## config.mk

```make
export PLATFORM = sky130hd
export DESIGN_NAME = ale_frame_ctrl
export DESIGN_NICKNAME = d
export VERILOG_FILES = /design/src/rtl/ale_frame_ctrl.sv
export SDC_FILE = /design/constraint.sdc
export NUM_CORES = 1
export LEC_CHECK = 0
export ABC_AREA = 1
export CORE_ASPECT_RATIO = 0.75
export CORE_MARGIN = 4
export CORE_UTILIZATION = 40
export CTS_CLUSTER_SIZE = 10
export DETAILED_ROUTE_END_ITERATION = 12
export SLEW_MARGIN = 20
export SYNTH_ARGS = -nofsm -noshare
export SYNTH_HDL_FRONTEND = slang
export SYNTH_SLANG_ARGS = --single-unit
```

## constraint.sdc

```tcl
create_clock -name clk -period 3.2 [get_ports clk]
set_input_delay 0.48 -clock clk [delete_from_list [all_inputs] [get_ports clk]]
set_output_delay 0.48 -clock clk [all_outputs]
set_load 0.02 [all_outputs]
```

## src/rtl/ale_frame_ctrl.sv

```systemverilog
// Frame sequencer for the atmospheric light estimator: pass-1 gating/drain, serial 1/A, pass 2.
// Optional: define ALE_BORDER_SKIP_EN to mask border windows from the estimator.
module ale_frame_ctrl #(
  parameter int unsigned IMG_W   = 512,
  parameter int unsigned IMG_H   = 512,
  parameter int unsigned ALE_LAT = 4,
  parameter int unsigned CNT_W   = 18
) (
  input  logic        clk,
  input  logic        rst,
  input  logic        start,
  input  logic        abort,
  input  logic        win_valid,
  input  logic        pix_valid,
  input  logic [7:0]  ale_a_r,
  input  logic [7:0]  ale_a_g,
  input  logic [7:0]  ale_a_b,
  output logic        ale_clear,
  output logic        ale_in_valid,
  output logic [7:0]  a_r,
  output logic [7:0]  a_g,
  output logic [7:0]  a_b,
  output logic [15:0] inv_a_r,
  output logic [15:0] inv_a_g,
  output logic [15:0] inv_a_b,
  output logic        a_valid,
  output logic        pass2_en,
  output logic        busy,
  output logic        done
);

  localparam logic [2:0] StIdle  = 3'd0;
  localparam logic [2:0] StRun   = 3'd1;
  localparam logic [2:0] StDrain = 3'd2;
  localparam logic [2:0] StInv   = 3'd3;
  localparam logic [2:0] StPass2 = 3'd4;

  localparam int unsigned DRAIN_W = (ALE_LAT > 1) ? $clog2(ALE_LAT) : 1;
  // Last index rather than the total so a full power-of-two frame fits CNT_W.
  localparam logic [CNT_W-1:0]   PIX_LAST   = CNT_W'(IMG_W * IMG_H - 1);
  localparam logic [DRAIN_W-1:0] DRAIN_LAST = DRAIN_W'(ALE_LAT - 1);

  logic [2:0]         state_q;
  logic [CNT_W-1:0]   pix_cnt_q;
  logic [DRAIN_W-1:0] drain_cnt_q;
  logic [4:0]         div_cnt_q;
  logic [1:0]         ch_q;
  logic [7:0]         rem_q;
  logic [14:0]        quo_q;

  logic [7:0] div_d;
  logic [8:0] rem_sh;
  logic       ge;
  logic       fwd_ok;

`ifdef ALE_BORDER_SKIP_EN
  localparam int unsigned COL_W = (IMG_W > 1) ? $clog2(IMG_W) : 1;
  localparam int unsigned ROW_W = (IMG_H > 1) ? $clog2(IMG_H) : 1;
  logic [COL_W-1:0] col_q;
  logic [ROW_W-1:0] row_q;
  assign fwd_ok = (row_q != '0) && (row_q != ROW_W'(IMG_H - 1)) &&
                  (col_q != '0) && (col_q != COL_W'(IMG_W - 1));
`else
  assign fwd_ok = 1'b1;
`endif

  assign ale_in_valid = win_valid && (state_q == StRun) && fwd_ok;
  assign pass2_en     = (state_q == StPass2);
  assign busy         = (state_q != StIdle);

  always_comb begin
    div_d = a_r;
    case (ch_q)
      2'd1:    div_d = a_g;
      2'd2:    div_d = a_b;
      default: div_d = a_r;
    endcase
  end

  // One restoring step; remainder stays below the divisor so 8 bits suffice.
  assign rem_sh = {rem_q, 1'b0};
  assign ge     = (rem_sh >= {1'b0, div_d});

  always_ff @(posedge clk) begin
    if (rst || abort) begin
      state_q     <= StIdle;
      pix_cnt_q   <= '0;
      drain_cnt_q <= '0;
      div_cnt_q   <= '0;
      ch_q        <= '0;
      rem_q       <= '0;
      quo_q       <= '0;
      ale_clear   <= 1'b0;
      done        <= 1'b0;
      a_valid     <= 1'b0;
      a_r         <= '0;
      a_g         <= '0;
      a_b         <= '0;
      inv_a_r     <= '0;
      inv_a_g     <= '0;
      inv_a_b     <= '0;
`ifdef ALE_BORDER_SKIP_EN
      col_q       <= '0;
      row_q       <= '0;
`endif
    end else begin
      ale_clear <= 1'b0;
      done      <= 1'b0;
      case (state_q)
        StIdle: begin
          if (start) begin
            state_q   <= StRun;
            ale_clear <= 1'b1;
            pix_cnt_q <= '0;
            a_valid   <= 1'b0;
`ifdef ALE_BORDER_SKIP_EN
            col_q     <= '0;
            row_q     <= '0;
`endif
          end
        end
        StRun: begin
          if (win_valid) begin
            if (pix_cnt_q == PIX_LAST) begin
              state_q     <= StDrain;
              pix_cnt_q   <= '0;
              drain_cnt_q <= '0;
            end else begin
              pix_cnt_q <= pix_cnt_q + 1'b1;
            end
`ifdef ALE_BORDER_SKIP_EN
            if (col_q == COL_W'(IMG_W - 1)) begin
              col_q <= '0;
              row_q <= (row_q == ROW_W'(IMG_H - 1)) ? '0 : row_q + 1'b1;
            end else begin
              col_q <= col_q + 1'b1;
            end
`endif
          end
        end
        StDrain: begin
          if (drain_cnt_q == DRAIN_LAST) begin
            state_q   <= StInv;
            a_r       <= ale_a_r;
            a_g       <= ale_a_g;
            a_b       <= ale_a_b;
            ch_q      <= '0;
            div_cnt_q <= '0;
          end else begin
            drain_cnt_q <= drain_cnt_q + 1'b1;
          end
        end
        StInv: begin
          if (div_cnt_q == 5'd0) begin
            // 2^16 dividend: its leading one is already the first partial remainder.
            rem_q     <= 8'd1;
            quo_q     <= '0;
            div_cnt_q <= 5'd1;
          end else begin
            rem_q <= 8'(ge ? (rem_sh - {1'b0, div_d}) : rem_sh);
            quo_q <= {quo_q[13:0], ge};
            if (div_cnt_q == 5'd16) begin
              div_cnt_q <= 5'd0;
              case (ch_q)
                2'd0:    inv_a_r <= (div_d < 8'd2) ? 16'hFFFF : {quo_q, ge};
                2'd1:    inv_a_g <= (div_d < 8'd2) ? 16'hFFFF : {quo_q, ge};
                default: inv_a_b <= (div_d < 8'd2) ? 16'hFFFF : {quo_q, ge};
              endcase
              if (ch_q == 2'd2) begin
                state_q   <= StPass2;
                pix_cnt_q <= '0;
                a_valid   <= 1'b1;
              end else begin
                ch_q <= ch_q + 1'b1;
              end
            end else begin
              div_cnt_q <= div_cnt_q + 1'b1;
            end
          end
        end
        StPass2: begin
          if (pix_valid) begin
            if (pix_cnt_q == PIX_LAST) begin
              state_q   <= StIdle;
              pix_cnt_q <= '0;
              done      <= 1'b1;
            end else begin
              pix_cnt_q <= pix_cnt_q + 1'b1;
            end
          end
        end
        default: state_q <= StIdle;
      endcase
    end
  end

endmodule

```

==> flow_metrics.py <==
metrics = {
    "outcome": {
        "status": "finished clean",
    },
    "drt": {
        "antenna_left": 0,
        "drt-initial-drc-count": 307,
        "vias_per_cell": 4.672,
        "via_count": 5705,
        "wire_per_inst_um": 12.92,
        "finalWirelength_um": 15770,
        "firstDrtPassIters": 5,
        "drc": 0,
    },
    "pwr": {
        "peakVddDrop_mv": 0.3026,
        "power.total_uw": 3700,
        "p_int_uw": 2882,
        "p_comb_frac": 0.053,
        "p_leak_uw": 0.003367,
        "switching_power_uw": 818.0,
        "netSwitchingFraction": 0.2211,
        "power_frac_seq": 0.435,
        "p_clk_frac": 0.512,
        "powerDensity_nw_per_um2": 456.7,
    },
    "clock_network": {
        "tritoncts": "done",
        "clock_latency_ns": 0.41,
        "clock_sinks": 128,
        "clkTransAtPathRegs_ns": 0.05,
        "cts_root_buffer": "clkbuf_16",
        "clockBufferDepth": 2,
        "cts_inserted_buffers": 17,
        "cts_setup_buffers": 0,
        "h-tree-depth": 4,
        "post_cts_resized": 0,
        "ctsHoldBuffers": 0,
    },
    "finish": {
        "final_cell_mix": "inv_1 (182), nand2_1 (152), dfxtp_1 (128), a21oi_1 (110), clkdlybuf4s50_1 (107)",
        "n_antenna_cell": 0,
        "nNetsFinal": 1051,
        "fillCellCount": 1559,
        "drive_gt1_frac": 0.08169,
        "syn2layout_area_growth_pct": 28.50,
        "multi_input_area_um2": 2833,
        "final_common_cell": "inv_1",
        "seqCellArea_um2": 2562,
        "instances_no_fill": 1221,
    },
    "timing": {
        "rsz0062_at_grt": "no",
        "tns_ns": 0,
        "skew_ns": 0.007443,
        "drv_slew": 0,
        "worst_pin_slew_ns": 0.9925,
        "hold_viol": 0,
        "fmax_mhz": 366.4,
        "hold-worst-slack_ns": 0.4637,
        "setup_viol": 0,
        "timing.final.ws_setup_ns": 0.4708,
        "fin_crit_sh": 0.8529,
        "relSlewSlack": 0.3376,
        "fin_crit_ns": 2.729,
    },
    "hold_path": {
        "min_path_cells": 2,
        "hold_path.startpoint": "quo_q[14]",
        "hp-class": "reg2reg",
        "whs_endpoint": "quo_q[14]",
    },
    "critical_path": {
        "reg2reg_from": "ch_q[0]",
        "critPathSlowestCell": "dfxtp_1",
        "rr_endpoint": "inv_a_r[0]",
        "cp-end-kind": "flop",
        "slowest_delay_ns": 0.34,
        "crit_top_cell": "inv_2",
        "ff2ff_path_depth": 17,
        "cp-start-kind": "flop",
        "crit_fanout": 10,
        "cp_data_required_time_ns": 3.51,
        "reg2reg_slack_ns": 0.47,
        "worstSetupPathType": "reg2reg",
        "path_cells": "inv_1, ha_1, inv_2, a21oi_1, o21ai_1, o21ai_2, ha_1, a21oi_1, nor2_1, nor3_1, nand2_1, inv_2, nand2_4, inv_2, nand2_1, o21ai_1, inv_1",
        "cp.arrival_ns": 3.03,
    },
    "synth": {
        "ys_seq_area_frac": 0.4065,
        "netlist_instances": 908,
        "synth_area_leaders": "dfxtp_1 (41%), inv_1 (11%), nand2_1 (9.1%), a21oi_1 (8.7%), o21ai_0 (3.7%)",
        "synth_largest_area_cell": "dfxtp_1",
        "yosysTopAreaCellShare": 0.4065,
        "synth.avg_cell_area_um2": 6.942,
        "synth-async-reset-ratio": 0,
        "synthFlopType": "dfxtp_1",
        "syn_area_um2": 6304,
        "synth_edf_count": 0,
        "yosys_register_bits": 128,
        "yosysWarnings": 0,
        "synth_nets": 953,
        "synth_cell_type_count": 42,
    },
    "global_route": {
        "grt.busiest_layer": "met2",
        "antenna_found_initial": 0,
        "first_global_vias": 5330,
        "grt_start_max_net_pins": 86,
        "grt_pass1_wl_um": 26190,
        "use_met1": 0.2589,
        "met2_usage": 0.2639,
        "gr-total-overflow": 0,
        "use_met3": 0.04963,
        "grt_usage": 0.1799,
    },
    "floorplanning": {
        "core-area_um2": 15320,
        "fp.dieH_um": 116.7,
        "rows": 39,
        "initial_core_util": 0.4114,
        "die_w_um": 153.0,
        "ios": 108,
        "dieArea_um2": 17850,
    },
    "placed_design": {
        "dp_slack_ns": 0.4855,
        "dpl.hpwl_um": 11290,
        "io_buffers": 107,
        "gp_congestion": 0.8493,
        "dp.cells": 1192,
    },
    "job": {
        "drv_cap": 0,
    },
}
worst max path at each step:
stage / from / endpoint / cells after the start
2_1_floorplan: ch_q[0] / inv_a_b[0] / 18
4_1_cts: ch_q[0] / inv_a_r[0] / 17
3_3_place_gp: ch_q[0] / inv_a_r[0] / 17
3_5_place_dp: ch_q[0] / inv_a_r[0] / 17
6_report: ch_q[0] / inv_a_r[0] / 17
5_1_grt: ch_q[1] / rem_q[2] / 16
metrics by stage:
stage                 util  instance area (µm²)
finish              0.5287                 8100
global route        0.5287                 8100
CTS                 0.5287                 8100
detailed placement  0.4913                 7527
global placement    0.4913                 7527
floorplan                -                 6304
power by group through the flow:
stage	Sequential, µW	Clock, µW	Combinational (µW)
2_1_floorplan	1640	0	129
3_3_place_gp	1640	0	199
3_5_place_dp	1640	0	199
4_1_cts	1610	1930	199
5_1_grt	1610	2000	217
6_report	1610	1890	197
cell families (layout without fill, tap and decap cells):
kind of cell	count (synthesis)	after routing	share of synthesized area
simple gates	314	314	0.2316
buf+inv	231	339	0.1445
compound gates	211	211	0.1739
flops	128	128	0.4065
fa+ha+maj	15	15	0.03097
xor+xnor	9	9	0.01251
cells in the mapped netlist, types with 2 or more instances:
master / instances
nor3_1: 16
nand3b_1: 5
clkinv_1: 2
nand2_1: 152
inv_1: 183
a21oi_1: 110
o21ai_1: 42
buf_6: 4
o221ai_1: 2
o21ai_0: 46
nand4_1: 13
ha_1: 14
o21a_1: 2
nor3_2: 2
nor3b_2: 2
nor4_1: 2
nand3_1: 37
nand2_2: 16
inv_2: 9
clkbuf_1: 25
nand2_4: 2
nand3_2: 2
o21ai_2: 3
dfxtp_1: 128
buf_2: 5
nor2_2: 3
xor2_1: 8
nor2_1: 57
o22ai_1: 3
critical path: cells and delay by family, from the launching register on:
kind,cells,cell delay (ns)
AOI/OAI and AO/OA,5,0.67
adders and majority gates,2,0.65
and+or+nand+nor,5,0.48
buffers and inverters,5,0.47
DFF,1,0.34
sequential cells by signal (all words and copies together) (netlist names):
signal and count:
pix_cnt_q 18, rem_q 8, drain_cnt_q 2, a_g 8
inv_a_g 16, state_q 3, inv_a_b 16, a_valid 1
ale_clear 1, done 1, inv_a_r 16, quo_q 15
div_cnt_q 5, a_r 8, ch_q 2, a_b 8
per-layer routing:
metal | up-vias | routed length (µm)
li1 | 3066 | -
met1 | 2521 | 8498
met2 | 106 | 6267
met3 | 12 | 850
met4 | 0 | 157
met5 | - | 0
cell type report:
cell class                      instances  share of cell area
Multi-Input combinational cell        549              0.3497
Timing Repair Buffer                  114              0.1403
Inverter                              196             0.09129
Tap cell                              205             0.03167
Sequential cell                       128              0.3163
Clock inverter                         11             0.01776
Clock buffer                           18             0.05298
Note: power is estimated with default switching activity, not from simulation.
